==> src/rtl/ps2_host_tx_ctrl.sv <==
// PS/2 host-to-device transmit sequencer: request-to-send, bit shifting on
// device clock falling edges, ACK check and transfer timeout.
module ps2_host_tx_ctrl #(
  parameter int INHIBIT_CYCLES = 5000,
  parameter int REQ_CYCLES     = 100,
  parameter int TIMEOUT_CYCLES = 750000,
  parameter int CNT_W          = 20
) (
  input  logic       CLK_50M,
  input  logic       rst_n,
  input  logic       send,
  input  logic [7:0] tx_data,
  output logic       ready,
  output logic       done,
  output logic [1:0] status,
  input  logic       ps2_clk_in,
  input  logic       ps2_data_in,
  output logic       ps2_clk_oe,
  output logic       ps2_data_oe
);

  typedef enum logic [2:0] {
    S_IDLE, S_INHIBIT, S_REQ, S_TX, S_WAIT_ACK, S_WAIT_IDLE, S_DONE
  } state_e;

  localparam logic [CNT_W-1:0] INH_LAST = CNT_W'(INHIBIT_CYCLES - 1);
  localparam logic [CNT_W-1:0] REQ_LAST = CNT_W'(REQ_CYCLES - 1);
  localparam logic [CNT_W-1:0] TO_LAST  = CNT_W'(TIMEOUT_CYCLES - 1);

  state_e           state_q, state_d;
  logic [9:0]       frame_q, frame_d;
  logic [3:0]       bit_idx_q, bit_idx_d;
  logic [CNT_W-1:0] cnt_q, cnt_d;
  logic             clk_oe_q, clk_oe_d;
  logic             data_oe_q, data_oe_d;
  logic [1:0]       status_q, status_d;

  // Synchronizers reset high (idle bus level) so reset release never fakes an edge.
  logic [1:0] clk_sync_q, data_sync_q;
  logic       clk_prev_q;
  logic       clk_s, data_s, fe;

  assign clk_s  = clk_sync_q[1];
  assign data_s = data_sync_q[1];
  assign fe     = clk_prev_q & ~clk_s;

  always_ff @(posedge CLK_50M or negedge rst_n) begin
    if (!rst_n) begin
      clk_sync_q  <= 2'b11;
      data_sync_q <= 2'b11;
      clk_prev_q  <= 1'b1;
    end else begin
      clk_sync_q  <= {clk_sync_q[0], ps2_clk_in};
      data_sync_q <= {data_sync_q[0], ps2_data_in};
      clk_prev_q  <= clk_s;
    end
  end

  always_ff @(posedge CLK_50M or negedge rst_n) begin
    if (!rst_n) begin
      state_q   <= S_IDLE;
      frame_q   <= '0;
      bit_idx_q <= '0;
      cnt_q     <= '0;
      clk_oe_q  <= 1'b0;
      data_oe_q <= 1'b0;
      status_q  <= 2'b00;
    end else begin
      state_q   <= state_d;
      frame_q   <= frame_d;
      bit_idx_q <= bit_idx_d;
      cnt_q     <= cnt_d;
      clk_oe_q  <= clk_oe_d;
      data_oe_q <= data_oe_d;
      status_q  <= status_d;
    end
  end

  always_comb begin
    state_d   = state_q;
    frame_d   = frame_q;
    bit_idx_d = bit_idx_q;
    cnt_d     = cnt_q;
    clk_oe_d  = clk_oe_q;
    data_oe_d = data_oe_q;
    status_d  = status_q;
    unique case (state_q)
      S_IDLE: begin
        if (send) begin
          frame_d   = {1'b1, ~^tx_data, tx_data};
          status_d  = 2'b00;
          cnt_d     = '0;
          bit_idx_d = '0;
          clk_oe_d  = 1'b1;
          data_oe_d = 1'b0;
          state_d   = S_INHIBIT;
        end
      end
      S_INHIBIT: begin
        if (cnt_q == INH_LAST) begin
          cnt_d     = '0;
          data_oe_d = 1'b1;
          state_d   = S_REQ;
        end else begin
          cnt_d = cnt_q + 1'b1;
        end
      end
      S_REQ: begin
        if (cnt_q == REQ_LAST) begin
          cnt_d    = '0;
          clk_oe_d = 1'b0;
          state_d  = S_TX;
        end else begin
          cnt_d = cnt_q + 1'b1;
        end
      end
      S_TX, S_WAIT_ACK, S_WAIT_IDLE: begin
        cnt_d = cnt_q + 1'b1;
        // Timeout wins over an edge arriving on the same cycle.
        if (cnt_q == TO_LAST) begin
          clk_oe_d  = 1'b0;
          data_oe_d = 1'b0;
          status_d  = 2'b10;
          state_d   = S_DONE;
        end else if (state_q == S_TX) begin
          if (fe) begin
            data_oe_d = ~frame_q[bit_idx_q];
            bit_idx_d = bit_idx_q + 1'b1;
            if (bit_idx_q == 4'd9) state_d = S_WAIT_ACK;
          end
        end else if (state_q == S_WAIT_ACK) begin
          if (fe) begin
            status_d = data_s ? 2'b01 : 2'b00;
            state_d  = S_WAIT_IDLE;
          end
        end else if (clk_s && data_s) begin
          state_d = S_DONE;
        end
      end
      S_DONE:  state_d = S_IDLE;
      default: state_d = S_IDLE;
    endcase
  end

  assign ready       = (state_q == S_IDLE);
  assign done        = (state_q == S_DONE);
  assign status      = status_q;
  assign ps2_clk_oe  = clk_oe_q;
  assign ps2_data_oe = data_oe_q;

endmodule

==> config.mk <==
export PLATFORM = sky130hd
export DESIGN_NAME = ps2_host_tx_ctrl
export DESIGN_NICKNAME = d
export VERILOG_FILES = /design/src/rtl/ps2_host_tx_ctrl.sv
export SDC_FILE = /design/constraint.sdc
export NUM_CORES = 1
export LEC_CHECK = 0
export BUFFER_PORTS_ARGS = -buffer_cell sky130_fd_sc_hd__buf_4
export CAP_MARGIN = 20
export CORE_UTILIZATION = 50
export CTS_CLUSTER_SIZE = 30
export DETAILED_ROUTE_END_ITERATION = 7
export PLACE_DENSITY = 0.65
export SLEW_MARGIN = 20
export SYNTH_ARGS = -nofsm -noshare
export SYNTH_HDL_FRONTEND = slang
export SYNTH_SLANG_ARGS = --single-unit
==> constraint.sdc <==
create_clock -name CLK_50M -period 3.8 [get_ports CLK_50M]
set_clock_uncertainty 0.1 [all_clocks]
set_input_delay 0.76 -clock CLK_50M [delete_from_list [all_inputs] [get_ports CLK_50M]]
set_output_delay 0.76 -clock CLK_50M [all_outputs]
set_load 0.03 [all_outputs]
### Word-level counts from Yosys, hierarchy flattened

Index checks and enable logic that the tools add are counted.

| word-level totals | value |
|---|---|
| bits of input ports | 13 |
| logic and storage cells | 95 |
| output and inout port bits | 6 |
| flip-flop bits (word level) | 46 |

| operators by class | value |
|---|---|
| reduce and logical (&&, ||, !) cells | 15 |
| equality and inequality tests | 25 |
| add/sub/neg operators | 2 |
| bitwise operators | 3 |
| $lt $le $gt $ge | 1 |
| muxes and demuxes | 39 |

Operator list:

| operator | count |
|---|---|
| 20-bit one-hot mux with 4 select lines | 1 |
| 20-bit two-way mux | 3 |
| 3-bit two-way mux | 10 |
| 20-bit by 1-bit adder with 20-bit output (second input constant) | 1 |
| 20-bit by 13-bit equality test with 1-bit output (second input constant) | 1 |
| 20-bit equality test (second input constant) | 1 |
| 20-bit by 7-bit equality test with 1-bit output (second input constant) | 1 |
| 4-bit two-way mux | 4 |
| 5-bit AND reduction | 3 |
| 2-bit != test (second input constant) | 7 |
| 3-bit != test (second input constant) | 4 |
| 4-bit != test (second input constant) | 3 |
| 3-bit one-hot mux with 4 select lines | 1 |
| 1-bit two-way mux | 10 |
| 2-bit two-way mux | 5 |
| 3-bit equality test (second input constant) | 3 |
| 4-bit one-hot mux with 2 select lines | 1 |
| 8-bit XNOR reduction | 1 |
| 7-bit AND reduction | 1 |
| 3-bit by 2-bit equality test with 1-bit output (second input constant) | 2 |
| 1-bit one-hot mux with 3 select lines | 2 |
| 3-bit nonzero test | 2 |
| 4-bit by 5-bit < comparator with 1-bit output (second input constant) | 1 |
| 5-bit != test (second input constant) | 1 |
| 14 further kinds | 16 |

### Longest topological paths before layout

| depth | value |
|---|---|
| word-level depth | 7 |
| mapped depth | 8 |
| depth with buffers taken out | 7 |

### Worst setup path before layout

Ideal clock, no wire load.

| timing path | value |
|---|---|
| path kind | register -> register |
| from | reg cnt_q[10] |
| to | reg state_q[0] |
| path buffers | 0 |
| cell stages (with the launch flop) | 7 |
| arrival time | 2.030 ns |
| slack | 1.545 ns |
| setup time | 0.125 ns |
| period minus slack after synthesis | 2.255 ns |
| data required time | 3.575 ns |
| path through | dfrtp_1 > nor4_4 > nand3_2 > nor4_4 > nor2_1 > or3_4 > mux2_4 |

| between the ends | value |
|---|---|
| word-level cells in the longest chain between the ends | 3 |
| elaborated cells on any way between the ends | 12 |
| those cells by class | 9 x eq/ne; 2 x mux; 1 x reduce/logical |

RTL lines:

| what | RTL line | RTL |
|---|---|---|
| from (decl) | 33 | `logic [CNT_W-1:0] cnt_q, cnt_d;` |
| from (signal assigned) | 72 | `cnt_q <= cnt_d;` |
| 20-bit equality test (tied with other cells) | 120 | `if (cnt_q == TO_LAST) begin` |
| 5-bit != test (no source line) (tied with other cells) | - |  |
| 7-bit AND reduction (no source line) / 3-bit one-hot mux with 4 select lines (equally long branches) | - |  |
| to (signal assigned) | 69 | `state_q <= state_d;` |
| to (decl) | 30 | `state_e state_q, state_d;` |

Several ways; a longest one is shown, not always the timed one.
A chain may end at the register's enable or synchronous reset.

### Final worst setup path

| timing path | value |
|---|---|
| from | reg cnt_q[0] |
| to | reg data_oe_q, in the netlist ps2_data_oe |

| between the ends | value |
|---|---|
| word-level cells in the longest chain between the ends | 3 |
| elaborated cells on any way between the ends | 8 |
| those cells by class | 5 x eq/ne; 2 x mux; 1 x reduce/logical |

RTL lines:

| what | RTL line | RTL |
|---|---|---|
| 20-bit equality test / 20-bit by 13-bit equality test with 1-bit output (equally long branches) | 120, 100 |  |
| 3-bit != test (no source line) (tied with other cells) | - |  |
| 5-bit AND reduction (no source line) / 1-bit one-hot mux with 3 select lines (equally long branches) | - |  |
| to (signal assigned) | 74 | `data_oe_q <= data_oe_d;` |
| to (decl) | 35 | `logic data_oe_q, data_oe_d;` |

Several ways; a longest one is shown, not always the timed one.

==> flow_summary_export.csv <==
group,metric,value,unit
clocking,htree_levels,2,
timing,rsz0062_at_grt,"no",
placed_design,gp_congestion,0.775,
placed_design,port_buffers,18,
timing,tns,0,ps
critical_path,r2r-end,"ps2_data_oe",
routing,vias,1970,
floorplanning,ioPinCount,19,
min_path,hold_path_startpoint,"data_sync_q[0]",
pwr,p_sw_frac,0.385,
clocking,cts_buffers,5,
critical_path,critPathArrivalTime,2750,ps
routing,first_pass_iters,4,
pwr,power.leakage,0.00119,µW
timing,finalSetupViolCount,0,
pwr,p_comb_frac,0.383,
synthesis,syn-num-nets,281,
routing,vias_per_cell,5.63,
synthesis,synth_top_family_by_area,"simple AND/OR/NAND/NOR gates",
placed_design,hpwl,3730,µm
pwr,powerDensity,596,mW/mm²
critical_path,crit_fanout,9,
synthesis,synth_compound_area_frac,0.0987,
timing,layout_min_cycle_time,2660,ps
synthesis,synth.yosys.seq_area_share,0.448,
floorplanning,core_area,0.00485,mm²
synthesis,synth.area.mux_share,0.0793,
critical_path,crit_path_end_kind,"flop",
floorplanning,start_util,0.533,
timing,worst_slack,1140,ps
synthesis,synth-adder-area-share,0.0145,
critical_path,reg2regPathDepth,6,
global_route,grt_overflow,0,
timing,slew_viol_final,0,
synthesis,synth_area_leader_cell,"dfrtp_1",
min_path,whs_endpoint,"data_sync_q[1]",
synthesis,ys_warn_count,0,
floorplanning,dieHeight,73.9,µm
pwr,intPower,1050,µW
floorplanning,fp.dieW,73.9,µm
critical_path,reg2reg_from,"cnt_q[0]",
global_route,grt_start_max_net_pins,47,
synthesis,synth-async-reset-ratio,1.00,
synthesis,synth-seq-cells,46,
synthesis,synthTopCellsByCount,"dfrtp_1, nor2_1, nand2_1",
run_status,status,"completed",
pwr,clock_power_share,0.182,
min_path,hold-path-cell-count,0,
synthesis,yosys.area_share.simple,0.247,
floorplanning,dieArea,0.00546,mm²
synthesis,synth_xor_area_frac,0.0813,
global_route,track_usage,0.223,
pwr,ir_drop,351,µV
placed_design,dp_slack,1160,ps
synthesis,synthMostInstantiatedCell,"dfrtp_1",
flow_run,maxCapViolations,0,
pwr,seq_power_share,0.435,
finish,layout-drive-gt1-share,0.216,
synthesis,synthCells,265,
routing,routed_wl,5190,µm
synthesis,syn_avg_cell_area,9.76,µm²
clocking,cts_buffer_depth,2,
routing,detail_route.wl_per_cell,14.8,µm
synthesis,syn-cell-area,0.00259,mm²
synthesis,ys_types,51,
clocking,numClockSinks,46,
clocking,cts_hold_buf,0,
timing,relSlewSlack,0.349,
clocking,path_clk_slew,90,ps
critical_path,cp-start-kind,"flop",
clocking,cts-root-buf,"clkbuf_8",
finish,insertedDiodeCount,0,
clocking,cts_resized,0,
min_path,worstHoldPathType,"flop to flop",
finish,num-nets-final,298,
global_route,grt_pass1_wl,9290,µm
synthesis,yosys.area.top_type_share,0.397,
critical_path,r2r_slack,1140,ps
timing,min_period_over_period,0.699,
clocking,clock_latency,300,ps
pwr,p_sw,657,µW
timing,finalHoldViolCount,0,
critical_path,critPathRequiredTime,3900,ps
finish,synthToLayoutAreaGrowth,10.8,%
synthesis,synth_edf_count,0,
finish,fin_util,0.591,
global_route,antenna_found_initial,0,
clocking,post_cts_buffers,0,
global_route,grt_pass1_vias,1898,
synthesis,synthFlopType,"dfrtp_1",
pwr,power.total,1710,µW
floorplanning,core.rowCount,25,
routing,ant_nets,0,
clocking,cts_tree,"yes",
timing,max_freq,377,MHz
timing,tightest_slew,971,ps
synthesis,synth_area_leaders,"dfrtp_1, xnor2_1, nor2_1, mux2_2, dfstp_2",
routing,drc,0,
critical_path,critPathKind,"flop to flop",
routing,first_iter_violations,97,
[power by group through the flow]
stage / Clock, µW / Sequential, µW / Combinational (µW)
after floorplan: 0 / 698 / 543
after global placement: 0 / 751 / 650
after detailed placement: 0 / 752 / 655
after CTS: 325 / 742 / 657
after global routing: 340 / 765 / 729
final: 311 / 743 / 654
[registers in the layout, summed over array words and instances, names as in the netlist]
register	count
cnt_q	20
clk_prev_q	1
bit_idx_q	4
ps2_clk_oe	1
frame_q	10
state_q	3
ps2_data_oe	1
data_sync_q	2
clk_sync_q	2
status	2
[metrics by stage]
step	std cells	hold WS [ps]	instance area, µm²
6_report	350	261	2870
2_1_floorplan	265	245	2590
3_3_place_gp	342	245	2770
5_1_grt	350	268	2870
3_5_place_dp	342	247	2770
4_1_cts	350	261	2870
[worst max path at each step]
| stage | from | to | slack [ps] |
|---|---|---|---|
| detailed placement | cnt_q[0] | ps2_data_oe | 1160 |
| global placement | cnt_q[0] | state_q[0] | 1170 |
| floorplan | cnt_q[10] | state_q[0] | 1550 |
| CTS | cnt_q[0] | ps2_data_oe | 1140 |
| global route | cnt_q[0] | ps2_data_oe | 970 |
| finish | cnt_q[0] | ps2_data_oe | 1140 |
[cell type report]
class,instances,area (µm²)
fill,425,1980
clock inverter,3,25.0
sequential,46,1160
tap,67,83.8
multi-input combinational,199,1350
inverter,11,41.3
clock buffer,5,68.8
timing repair buffer,19,143
[kinds of logic (layout without fill, tap and decap cells)]
family,after synthesis,after routing
AND/OR/NAND/NOR,117,117
flip-flops,46,46
AO/OA/AOI/OAI,39,39
XOR/XNOR,24,24
buffers and inverters,20,38
multiplexers,16,16
adder cells (fa/ha/maj),3,3
[routing by layer]
| metal | vias to the layer above | routed length [µm] | GRT usage |
|---|---|---|---|
| met4 | 0 | 48 | 0.0513 |
| met2 | 40 | 2250 | 0.332 |
| li1 | 967 | - | - |
| met3 | 5 | 215 | 0.0412 |
| met5 | - | 0 | 0 |
| met1 | 958 | 2670 | 0.336 |
[layout by cell type (no fill, tap or decap), types with 3 or more instances in the layout]
cell / n
a21oi_1: 7
and2_1: 4
buf_4: 19
clkbuf_8: 5
dfrtp_1: 41
dfstp_2: 5
ha_1: 3
inv_1: 11
mux2_2: 12
nand2_1: 22
nand2b_1: 4
nand3_1: 4
nand4_1: 6
nor2_1: 37
nor2b_1: 3
nor3_1: 10
o21ai_0: 13
o21ai_1: 4
or3_1: 4
or4_1: 3
xnor2_1: 21
xor2_1: 3
[critical path, cell delays in order, from the launching register on]
cell and delay (ps):
dfrtp_1 390, ha_1 220, nand4_1 290, nor4_4 670, o21ai_0 210, a221oi_1 300, mux2_2 370
Note: power is estimated with default switching activity, not from simulation.
